==> src/rtl/digit_shift_reg.sv <==
// rtl/digit_shift_reg.sv - digit-entry shift register for the calculator operand path
// Shifts digits in/out at the LS end, tracks significant-digit count and a sticky overflow flag.
module digit_shift_reg #(
  parameter  int DIGITS = 4,
  parameter  int DW     = 4,
  localparam int CW     = $clog2(DIGITS + 1)
) (
  input  logic                 i_clk,
  input  logic                 i_rst,
  input  logic                 i_clr,
  input  logic                 i_ld,
  input  logic [DIGITS*DW-1:0] i_d,
  input  logic                 i_push,
  input  logic                 i_pop,
  input  logic [DW-1:0]        i_din,
  output logic [DIGITS*DW-1:0] o_q,
  output logic [CW-1:0]        o_count,
  output logic                 o_empty,
  output logic                 o_full,
  output logic                 o_ovf
);

  logic [DIGITS*DW-1:0] r_q;
  logic [CW-1:0]        r_count;
  logic                 r_ovf;

  logic [DIGITS*DW-1:0] w_q_nxt;
  logic [CW-1:0]        w_count_nxt;
  logic                 w_ovf_nxt;
  logic [CW-1:0]        w_ld_count;
  logic                 w_empty;
  logic                 w_full;
  logic                 w_din_zero;

  assign w_empty    = (r_count == '0);
  assign w_full     = (r_count == CW'(DIGITS));
  assign w_din_zero = (i_din == '0);

  // Loaded count is one past the most significant nonzero digit.
  always_comb begin
    w_ld_count = '0;
    for (int i = 0; i < DIGITS; i++) begin
      if (i_d[i*DW +: DW] != '0) begin
        w_ld_count = CW'(i + 1);
      end
    end
  end

  always_comb begin
    w_q_nxt     = r_q;
    w_count_nxt = r_count;
    w_ovf_nxt   = r_ovf;
    if (i_clr) begin
      w_q_nxt     = '0;
      w_count_nxt = '0;
      w_ovf_nxt   = 1'b0;
    end else if (i_ld) begin
      w_q_nxt     = i_d;
      w_count_nxt = w_ld_count;
      w_ovf_nxt   = 1'b0;
    end else if (i_push && i_pop) begin
      // Replace digit 0; count only moves across the empty/one-digit boundary.
      w_q_nxt = {r_q[DIGITS*DW-1:DW], i_din};
      if (w_empty && !w_din_zero) begin
        w_count_nxt = CW'(1);
      end else if ((r_count == CW'(1)) && w_din_zero) begin
        w_count_nxt = '0;
      end
    end else if (i_push) begin
      if (w_full) begin
        w_ovf_nxt = 1'b1;
      end else if (!(w_empty && w_din_zero)) begin
        w_q_nxt     = {r_q[(DIGITS-1)*DW-1:0], i_din};
        w_count_nxt = r_count + CW'(1);
      end
    end else if (i_pop) begin
      if (!w_empty) begin
        w_q_nxt     = {{DW{1'b0}}, r_q[DIGITS*DW-1:DW]};
        w_count_nxt = r_count - CW'(1);
      end
    end
  end

  always_ff @(posedge i_clk or posedge i_rst) begin
    if (i_rst) begin
      r_q     <= '0;
      r_count <= '0;
      r_ovf   <= 1'b0;
    end else begin
      r_q     <= w_q_nxt;
      r_count <= w_count_nxt;
      r_ovf   <= w_ovf_nxt;
    end
  end

  assign o_q     = r_q;
  assign o_count = r_count;
  assign o_empty = w_empty;
  assign o_full  = w_full;
  assign o_ovf   = r_ovf;

endmodule
==> config.mk <==
export PLATFORM = sky130hd
export DESIGN_NAME = digit_shift_reg
export DESIGN_NICKNAME = d
export VERILOG_FILES = /design/src/rtl/digit_shift_reg.sv
export SDC_FILE = /design/constraint.sdc
export NUM_CORES = 1
export LEC_CHECK = 0
export BUFFER_PORTS_ARGS = -buffer_cell sky130_fd_sc_hd__buf_4
export CAP_MARGIN = 5
export CORE_ASPECT_RATIO = 1.1
export CORE_UTILIZATION = 30
export CTS_BUF_LIST = sky130_fd_sc_hd__clkbuf_4 sky130_fd_sc_hd__clkbuf_8
export DETAILED_ROUTE_END_ITERATION = 8
export HOLD_SLACK_MARGIN = 0.08
export SLEW_MARGIN = 25
export SYNTH_ARGS = -nofsm -noshare
export SYNTH_HDL_FRONTEND = slang
export SYNTH_SLANG_ARGS = --single-unit
==> constraint.sdc <==
create_clock -name i_clk -period 2.7 [get_ports i_clk]
set_clock_uncertainty 0.1 [all_clocks]
set_input_delay 0.135 -clock i_clk [delete_from_list [all_inputs] [get_ports i_clk]]
set_output_delay 0.135 -clock i_clk [all_outputs]
set_load 0.01 [all_outputs]
==> results of run 1 <==
## worst paths after layout
path | to | from | slack, ns | cells after the start
setup reg to reg | o_count[0]$_DFFE_PP0P_ | o_count[0]$_DFFE_PP0P_ | 0.58 | 7
max in group asynchronous | o_q[3]$_DFFE_PP0P_ | i_rst | 1.48 | 3
hold / removal | o_q[14]$_DFFE_PP0P_ | i_d[14] | 0.12 | 3
min in group asynchronous | o_q[12]$_DFFE_PP0P_ | i_rst | 0.49 | 3
setup / recovery | o_count[0]$_DFFE_PP0P_ | o_count[0]$_DFFE_PP0P_ | 0.58 | 7
hold reg to reg | o_q[14]$_DFFE_PP0P_ | o_q[14]$_DFFE_PP0P_ | 0.43 | 2
## synth_stat cells (all sizes together)
| library cell | instances | area [um2] |
|---|---|---|
| nand2 | 14 | 57.6 |
| nand3b | 4 | 30.0 |
| clkbuf | 4 | 15.0 |
| a22oi | 3 | 22.5 |
| nor3 | 6 | 30.0 |
| a21oi | 24 | 120 |
| a2111oi | 1 | 27.5 |
| nor3b | 5 | 37.5 |
| nor2 | 15 | 56.3 |
| a211o | 1 | 8.76 |
| buf | 7 | 46.3 |
| ha | 4 | 50.1 |
| o41ai | 2 | 36.3 |
| nor2b | 4 | 25.0 |
| and2 | 1 | 6.26 |
| xnor2 | 2 | 17.5 |
| a211oi | 2 | 15.0 |
| o22ai | 1 | 6.26 |
| nand3 | 1 | 5.00 |
| o21ai | 12 | 82.6 |
| nor4 | 2 | 27.5 |
| mux2 | 7 | 90.1 |
| inv | 5 | 18.8 |
| dfrtp | 20 | 500 |
| mux2i | 4 | 40.0 |
| o31ai | 4 | 30.0 |
| or4 | 1 | 7.51 |
| a21o | 1 | 7.51 |
| nand2b | 8 | 50.1 |
## power breakdown
group | internal, uW | switching [uW] | leakage (uW)
combinational | 124 | 128 | 0.000572
sequential | 322 | 28.7 | 0.000266
clock | 130 | 104 | 0.0000288
total | 576 | 261 | 0.000866
## state kept, by name, indices dropped and copies added, names as in the netlist
register  flops
o_q          16
o_ovf         1
o_count       3
## metal layers
| layer | track usage | part of all wire |
|---|---|---|
| met5 | 0 | 0 |
| met4 | 0.0658 | 0.013 |
| met3 | 0.0240 | 0.056 |
| met2 | 0.273 | 0.48 |
| met1 | 0.222 | 0.45 |
## worst max-delay path, delay by kind of cell (launching register included)
kind	cells	cell delay (ns)
DFF	1	0.43
AOI/OAI and AO/OA	3	0.67
buffers and inverters	1	0.12
and+or+nand+nor	1	0.14
adders and majority gates	1	0.23
muxes	1	0.33
## kinds of logic (layout without fill, tap and decap cells)
kind of cell / Yosys count / count (layout) / synth area share
adders and majority gates: 4 / 4 / 0.0341
AOI/OAI and AO/OA: 51 / 51 / 0.243
xor gates and xnor gates: 2 / 2 / 0.0119
and+or+nand+nor: 61 / 61 / 0.227
DFF: 20 / 20 / 0.341
muxes: 11 / 11 / 0.0887
buffers and inverters: 16 / 62 / 0.0545
## cell type report
class	count	area share
sequential	20	0.258
multi-input combinational	129	0.457
tap	56	0.0361
inverter	5	0.00968
timing repair buffer	53	0.210
clock buffer	4	0.0284
## stage by stage
step / instances / cell area, um2 / hold slack, ns / worst slack (ns) / utilization
2_1_floorplan: 165 / 1470 / -0.00117 / 0.678 / -
3_3_place_gp: 259 / 1840 / 0.238 / 0.637 / 0.394
3_5_place_dp: 259 / 1840 / 0.237 / 0.578 / 0.394
4_1_cts: 267 / 1940 / 0.125 / 0.566 / 0.414
5_1_grt: 267 / 1940 / 0.143 / 0.418 / 0.414
6_report: 267 / 1940 / 0.123 / 0.578 / 0.414
==> results.tsv, run 1 <==
metric	value	unit
grtUsageTotal	0.167	
netlist_instances	165	
status	finished clean	
dieArea	5180	um2
htreeDepth	1	
fill_cells	497	
rsz0062_at_grt	false	
io_pins	48	
regArea	500	um2
multi_input_area	887	um2
final-max-slew-violation-count	0	
postSynthNetCount	195	
synth_cell_types	38	
avgRoutedWirePerCell	15.1	um
clk_latency	0.26	ns
worstPathMaxFanout	5	
max_slew.worst_pin.slew	0.826	ns
postCtsSetupBuffers	0	
ctsResizeCount	0	
antenna_found_initial	0	
syn_area_per_cell	8.89	um2
max-vdd-ir-drop	0.225	mV
vias	1371	
crit_path_end_kind	flip-flop	
grt_max_degree	38	
fp.dieH	75.4	um
cap_violations	0	
slowest_stage	dfrtp_1	
cts-root-buf	clkbuf_8	
path_class	reg2reg	
fin_setup_tns	0	ns
yosysSeqAreaShare	0.341	
p_leak	0.000866	uW
ctsLongestPathBuffers	2	
drt_pre_antenna_iters	4	
cp_cell_sequence	inv_1 -> ha_1 -> nand2b_1 -> a21o_1 -> a211o_1 -> o41ai_4 -> mux2_4	
core_area	4680	um2
hold_buffers	4	
fin_nets	242	
timing.final.crit_share	0.786	
vias_per_cell	5.13	
diodes	0	
relSlewSlack	0.449	
grt_pass1_wl	6.31	mm
cts-buffers-inserted	3	
dieWidth	68.7	um
crit_required	2.74	ns
drt-initial-drc-count	87	
dpl.hpwl	2.97	mm
cts_tree	yes	
ys_ff_latch	20	
clkTransAtPathRegs	0.08	ns
drive_above_1_share	0.322	
arrival	2.17	ns
final_common_cell	buf_4	
grt-ovfl-total	0	
syn_to_final_growth	32.1	%
max_freq	471	MHz
synth_warnings	0	
finalHoldViolations	0	
gp_congestion	0.851	
portBuffers	47	
fin_crit	2.12	ns
syn_area	1470	um2
cts_sinks	20	
cp-start-kind	flip-flop	
critical_path.max_stage_delay	0.43	ns
grt_pass1_vias	1249	
total_power	837	uW
drt-total-wl	4.02	mm
final-setup-viol-count	0	
layout_common_cells	buf_4 (49), a21oi_1 (24), dfrtp_1 (20)	
initial_core_util	0.313	
drc	0	
detail-route-antenna-nets	0	
min_path_type	in2reg	
power_density	432	nW/um2
fp-row-count	26	
No activity file was read; power rests on OpenSTA's default activity.
==> run 2, diff against run 1 <==
Clock period 2.7 ns to 1.95 ns, I/O delays scaled along.
==> run 2 against run 1 <==
- sequential share of layout area shrank 1.6 points
- cell count grew 3.0%
- first-iteration DRC count shrank 24%
- worst hold slack lost 0.047 ns
- total power grew 43%
- core utilization grew 2.9 points
- register-to-register slack lost 0.54 ns
- final area grew 7.0%
- via count grew 1.8%
- critical path type unchanged
- critical endpoint unchanged
- largest cell class unchanged
==> results.tsv, run 2 (synthesis results as in run 1) <==
metric	value	unit	change
detail-route-antenna-nets	0		unchanged
avgRoutedWirePerCell	15.3	um	was 15.1 um
cts-root-buf	clkbuf_8		unchanged
worstPathMaxFanout	5		unchanged
drt_pre_antenna_iters	4		unchanged
largest_reg_flops	16		unchanged
core_area	4680	um2	unchanged
initial_core_util	0.313		unchanged
fin_setup_tns	0	ns	unchanged
met1_usage	0.225		was 0.222
dieArea	5180	um2	unchanged
drive_above_1_share	0.388		was 0.322
portBuffers	47		unchanged
arrival	1.95	ns	was 2.17 ns
utilization	0.443		was 0.414
vias_per_cell	5.07		was 5.13
p_leak	0.000924	uW	was 0.000866 uW
fp-row-count	26		unchanged
path_delay_family	compound AO/OA/AOI/OAI gates		unchanged
final_cell_area	2070	um2	was 1940 um2
finalHoldViolations	0		unchanged
slowest_stage	dfrtp_2		was dfrtp_1
fp.dieH	75.4	um	unchanged
grt_max_degree	38		unchanged
postPlaceCellArea	1920	um2	was 1840 um2
cap_violations	0		unchanged
power_density	575	nW/um2	was 432 nW/um2
clkTransAtPathRegs	0.08	ns	about the same
max_freq	523	MHz	was 471 MHz
vias	1395		was 1371
relSlewSlack	0.408		was 0.449
clk_latency	0.25	ns	was 0.26 ns
gp_congestion	0.794		was 0.851
critical_path.max_stage_delay	0.42	ns	was 0.43 ns
path_buf_inv	1		unchanged
htreeDepth	1		unchanged
cts_tree	yes		unchanged
final_common_cell	buf_4		unchanged
timing.final.crit_share	0.980		was 0.786
fin_nets	250		was 242
fill_cells	479		was 497
min_path_type	in2reg		unchanged
drt-initial-drc-count	66		was 87
grt_most_used_layer	met2		unchanged
ctsLongestPathBuffers	2		unchanged
antenna_found_initial	0		unchanged
cts-buffers-inserted	3		unchanged
cp_cell_sequence	inv_2 -> ha_4 -> nor2b_2 -> o21ai_1 -> a211o_4 -> o41ai_4 -> mux2_4		was inv_1 -> ha_1 -> nand2b_1 -> a21o_1 -> a211o_1 -> o41ai_4 -> mux2_4
grt_use_met2	0.282		was 0.273
final-max-slew-violation-count	0		unchanged
max-vdd-ir-drop	0.309	mV	was 0.225 mV
rsz0062_at_grt	true		was false
drc	0		unchanged
drt-total-wl	4.20	mm	was 4.02 mm
layout_common_cells	buf_4 (54), a21oi_1 (24), dfrtp_1 (19)		was buf_4 (49), a21oi_1 (24), dfrtp_1 (20)
grt_pass1_vias	1342		was 1249
dieWidth	68.7	um	unchanged
path_class	reg2reg		unchanged
met3_usage	0.0240		unchanged
status	finished clean		unchanged
dpl.hpwl	3.13	mm	was 2.97 mm
hold_depth	3		unchanged
cp.depth	7		unchanged
diodes	0		unchanged
cts_sinks	20		unchanged
io_pins	48		unchanged
cp-start-kind	flip-flop		unchanged
reg2regPathDepth	7		unchanged
final-setup-viol-count	0		unchanged
crit_required	1.99	ns	was 2.74 ns
total_power	1190	uW	was 837 uW
crit_path_end_kind	flip-flop		unchanged
max_slew.worst_pin.slew	0.880	ns	was 0.826 ns
syn_to_final_growth	41.3	%	was 32.1%
grt_pass1_wl	6.41	mm	was 6.31 mm
grt-ovfl-total	0		unchanged
grtUsageTotal	0.168		was 0.167
fin_crit	1.91	ns	was 2.12 ns
[run 2: per-layer routing]
metal,up-vias,part of all wire
met5,-,0
met4,0,0.0074
met3,4,0.040
met2,31,0.51
met1,663,0.44
li1,697,-
[run 2: area by class of cell]
cell class              count  area (um2)  area share
flip-flops and latches     20         502       0.242
clock buffers               4        48.8      0.0235
inverters                   5        18.8     0.00905
repair buffers             61         502       0.242
well taps                  56        70.1      0.0338
multi-input cells         129         933       0.450
[run 2: report_power, final]
part           internal [uW]  total (uW)  switching, uW
Combinational            217         423            206
Clock                    159         292            133
Sequential               446         478           32.1
[run 2: worst paths after layout]
check,startpoint,endpoint,slack [ns]
hold reg to reg,o_q[14]$_DFFE_PP0P_,o_q[14]$_DFFE_PP0P_,0.42
setup / recovery,o_count[0]$_DFFE_PP0P_,o_count[0]$_DFFE_PP0P_,0.04
setup reg to reg,o_count[0]$_DFFE_PP0P_,o_count[0]$_DFFE_PP0P_,0.04
min in group asynchronous,i_rst,o_q[15]$_DFFE_PP0P_,0.34
max in group asynchronous,i_rst,o_q[11]$_DFFE_PP0P_,0.89
hold / removal,i_d[14],o_q[14]$_DFFE_PP0P_,0.08
[run 2: metrics by stage]
| stage | hold slack (ns) | setup WS (ns) | instances |
|---|---|---|---|
| final | 0.0757 | 0.0388 | 275 |
| after global routing | 0.0836 | -0.0181 | 275 |
| after CTS | 0.0818 | 0.0230 | 273 |
| after detailed placement | 0.0758 | 0.0343 | 265 |
| after global placement | 0.0756 | 0.0563 | 265 |
| after floorplan | -0.0387 | 0.00559 | 165 |
[run 2: worst reg2reg max path, stage by stage, from the launching register on]
cell,delay [ns]
dfrtp_2,0.42
inv_2,0.08
ha_4,0.16
nor2b_2,0.14
o21ai_1,0.09
a211o_4,0.39
o41ai_4,0.09
mux2_4,0.33
[run 2: repair_timing]
item | 4_1_cts | 5_1_grt
setup buffers | 0 | 1
hold endpoints to repair | 16 | 0
hold buffers | 4 | 0
gates resized for setup | 0 | 8
setup endpoints to repair | 0 | 11
==> run 3, diff against run 2 <==
Settings changed: CELL_PAD_IN_SITES_DETAIL_PLACEMENT set to 0, CELL_PAD_IN_SITES_GLOBAL_PLACEMENT set to 1, PLACE_DENSITY_LB_ADDON set to 0.1.
==> run 3 against run 2 <==
- register-to-register slack about the same
- global-route usage increased by 1.5 points
- critical path depth decreased by 1
- final area increased by 0.78%
- die area unchanged
- worst hold slack improved by 0.010 ns
- sequential cell count unchanged
- routed wire length increased by 8.7%
- count of clock-buffer cells in the layout unchanged
- sequential share of layout area decreased by 0.19 points
- core utilization increased by 0.35 points
- combinational power increased by 1%
==> results.tsv, run 3 (synthesis results as in run 1) <==
metric	value	unit	change
drc	0		unchanged
cts-buffers-inserted	3		unchanged
max-vdd-ir-drop	0.345	mV	was 0.309 mV
grt_max_degree	38		unchanged
max_freq	526	MHz	was 523 MHz
p_clk_frac	0.248		was 0.245
max_slew.worst_pin.slew	0.569	ns	was 0.880 ns
min_path_type	in2reg		unchanged
dp.cells	264		was 265
arrival	1.95	ns	about the same
crit_required	2.00	ns	was 1.99 ns
drt-total-wl	4.57	mm	was 4.20 mm
p_seq_frac	0.397		was 0.401
intPower	826	uW	was 822 uW
final_cell_area	2090	um2	was 2070 um2
portBuffers	47		unchanged
final-max-slew-violation-count	0		unchanged
grtUsageTotal	0.183		was 0.168
timing.final.crit_share	0.976		was 0.980
utilization	0.446		was 0.443
status	finished clean		unchanged
p_sw_frac	0.316		was 0.311
dieArea	5180	um2	unchanged
dpl_worst_slack	0.00932	ns	was 0.0343 ns
vias	1425		was 1395
power.switching	381	uW	was 371 uW
io_pins	48		unchanged
setup_ws	0.0471	ns	was 0.0388 ns
drt_pre_antenna_iters	4		unchanged
path_class	reg2reg		unchanged
dieWidth	68.7	um	unchanged
grt_pass1_wl	6.85	mm	was 6.41 mm
layout_common_cells	buf_4 (57), a21oi_1 (24), dfrtp_1 (19)		was buf_4 (54), a21oi_1 (24), dfrtp_1 (19)
ctsLongestPathBuffers	2		unchanged
cts-root-buf	clkbuf_8		unchanged
clkTransAtPathRegs	0.08	ns	about the same
vias_per_cell	5.13		was 5.07
cts_sinks	20		unchanged
cap_violations	0		unchanged
stdcell_count	278		was 275
drive_above_1_share	0.387		was 0.388
fp-row-count	26		unchanged
power_density	577	nW/um2	was 575 nW/um2
crit_path_end_kind	flip-flop		unchanged
relSlewSlack	0.620		was 0.408
fin_nets	253		was 250
rsz0062_at_grt	true		unchanged
avgRoutedWirePerCell	16.4	um	was 15.3 um
antenna_found_initial	0		unchanged
fp.dieH	75.4	um	unchanged
final_common_cell	buf_4		unchanged
syn_to_final_growth	42.5	%	was 41.3%
final-setup-viol-count	0		unchanged
finalHoldViolations	0		unchanged
detail-route-antenna-nets	0		unchanged
cp-start-kind	flip-flop		unchanged
cts_tree	yes		unchanged
worstPathMaxFanout	4		was 5
grt_pass1_vias	1378		was 1342
largest_reg_flops	16		unchanged
p_comb_frac	0.355		about the same
fin_crit	1.90	ns	was 1.91 ns
htreeDepth	1		unchanged
total_power	1210	uW	was 1190 uW
grt-ovfl-total	0		unchanged
postPlaceCellArea	1920	um2	about the same
dpl.hpwl	3.33	mm	was 3.13 mm
clk_latency	0.26	ns	was 0.25 ns
drt-initial-drc-count	55		was 66
diodes	0		unchanged
initial_core_util	0.313		unchanged
gp_congestion	0.761		was 0.794
p_leak	0.000938	uW	was 0.000924 uW
core_area	4680	um2	unchanged
[run 3: layer usage]
metal / up-vias / wire [um] / global-route usage
met5: - / 0 / 0
li1: 705 / - / -
met4: 0 / 17 / 0.0408
met1: 694 / 2020 / 0.230
met3: 2 / 132 / 0.0314
met2: 24 / 2400 / 0.325
[run 3: cell type report]
class	count	area, um2
repair buffers	64	524
clock buffers	4	48.8
well taps	56	70.1
flip-flops and latches	20	502
fillers	466	2590
multi-input cells	129	927
inverters	5	18.8
[run 3: what timing repair did]
item | in CTS | in global routing
gates cloned | 0 | 2
setup endpoints to repair | 3 | 15
pin swaps | 0 | 3
endpoints found under the hold margin | 16 | 0
hold buffers | 4 | 0
resized for setup | 1 | 2
setup buffers | 0 | 4
[run 3: metrics by stage]
| stage | hold WS, ns | TNS (ns) |
|---|---|---|
| detailed placement | 0.108 | 0 |
| finish | 0.0857 | 0 |
| floorplan | -0.0387 | 0 |
| global placement | 0.0908 | 0 |
| CTS | 0.0832 | 0 |
| global route | 0.105 | -0.0652 |
[run 3: power groups by stage]
stage	logic, uW	registers, uW	clock network [uW]
after floorplan	212	494	0
after global placement	392	486	0
after detailed placement	395	488	0
after CTS	406	480	309
after global routing	469	483	327
final	428	479	299
[run 3: critical path, stage by stage (launching register included)]
cell	delay, ns
dfrtp_2	0.41
buf_4	0.15
ha_1	0.19
nand3b_1	0.08
o21ai_0	0.14
o41ai_4	0.38
mux2_4	0.33
[run 3: path summary, 6_finish.rpt]
kind / startpoint / to / slack [ns] / cells past startpoint
min in group asynchronous: i_rst / o_q[15]$_DFFE_PP0P_ / 0.35 / 3
setup / recovery: o_count[0]$_DFFE_PP0P_ / o_count[0]$_DFFE_PP0P_ / 0.05 / 6
hold / removal: i_d[14] / o_q[14]$_DFFE_PP0P_ / 0.09 / 3
hold reg to reg: o_q[12]$_DFFE_PP0P_ / o_q[12]$_DFFE_PP0P_ / 0.42 / 2
setup reg to reg: o_count[0]$_DFFE_PP0P_ / o_count[0]$_DFFE_PP0P_ / 0.05 / 6
max in group asynchronous: i_rst / o_q[11]$_DFFE_PP0P_ / 0.87 / 4
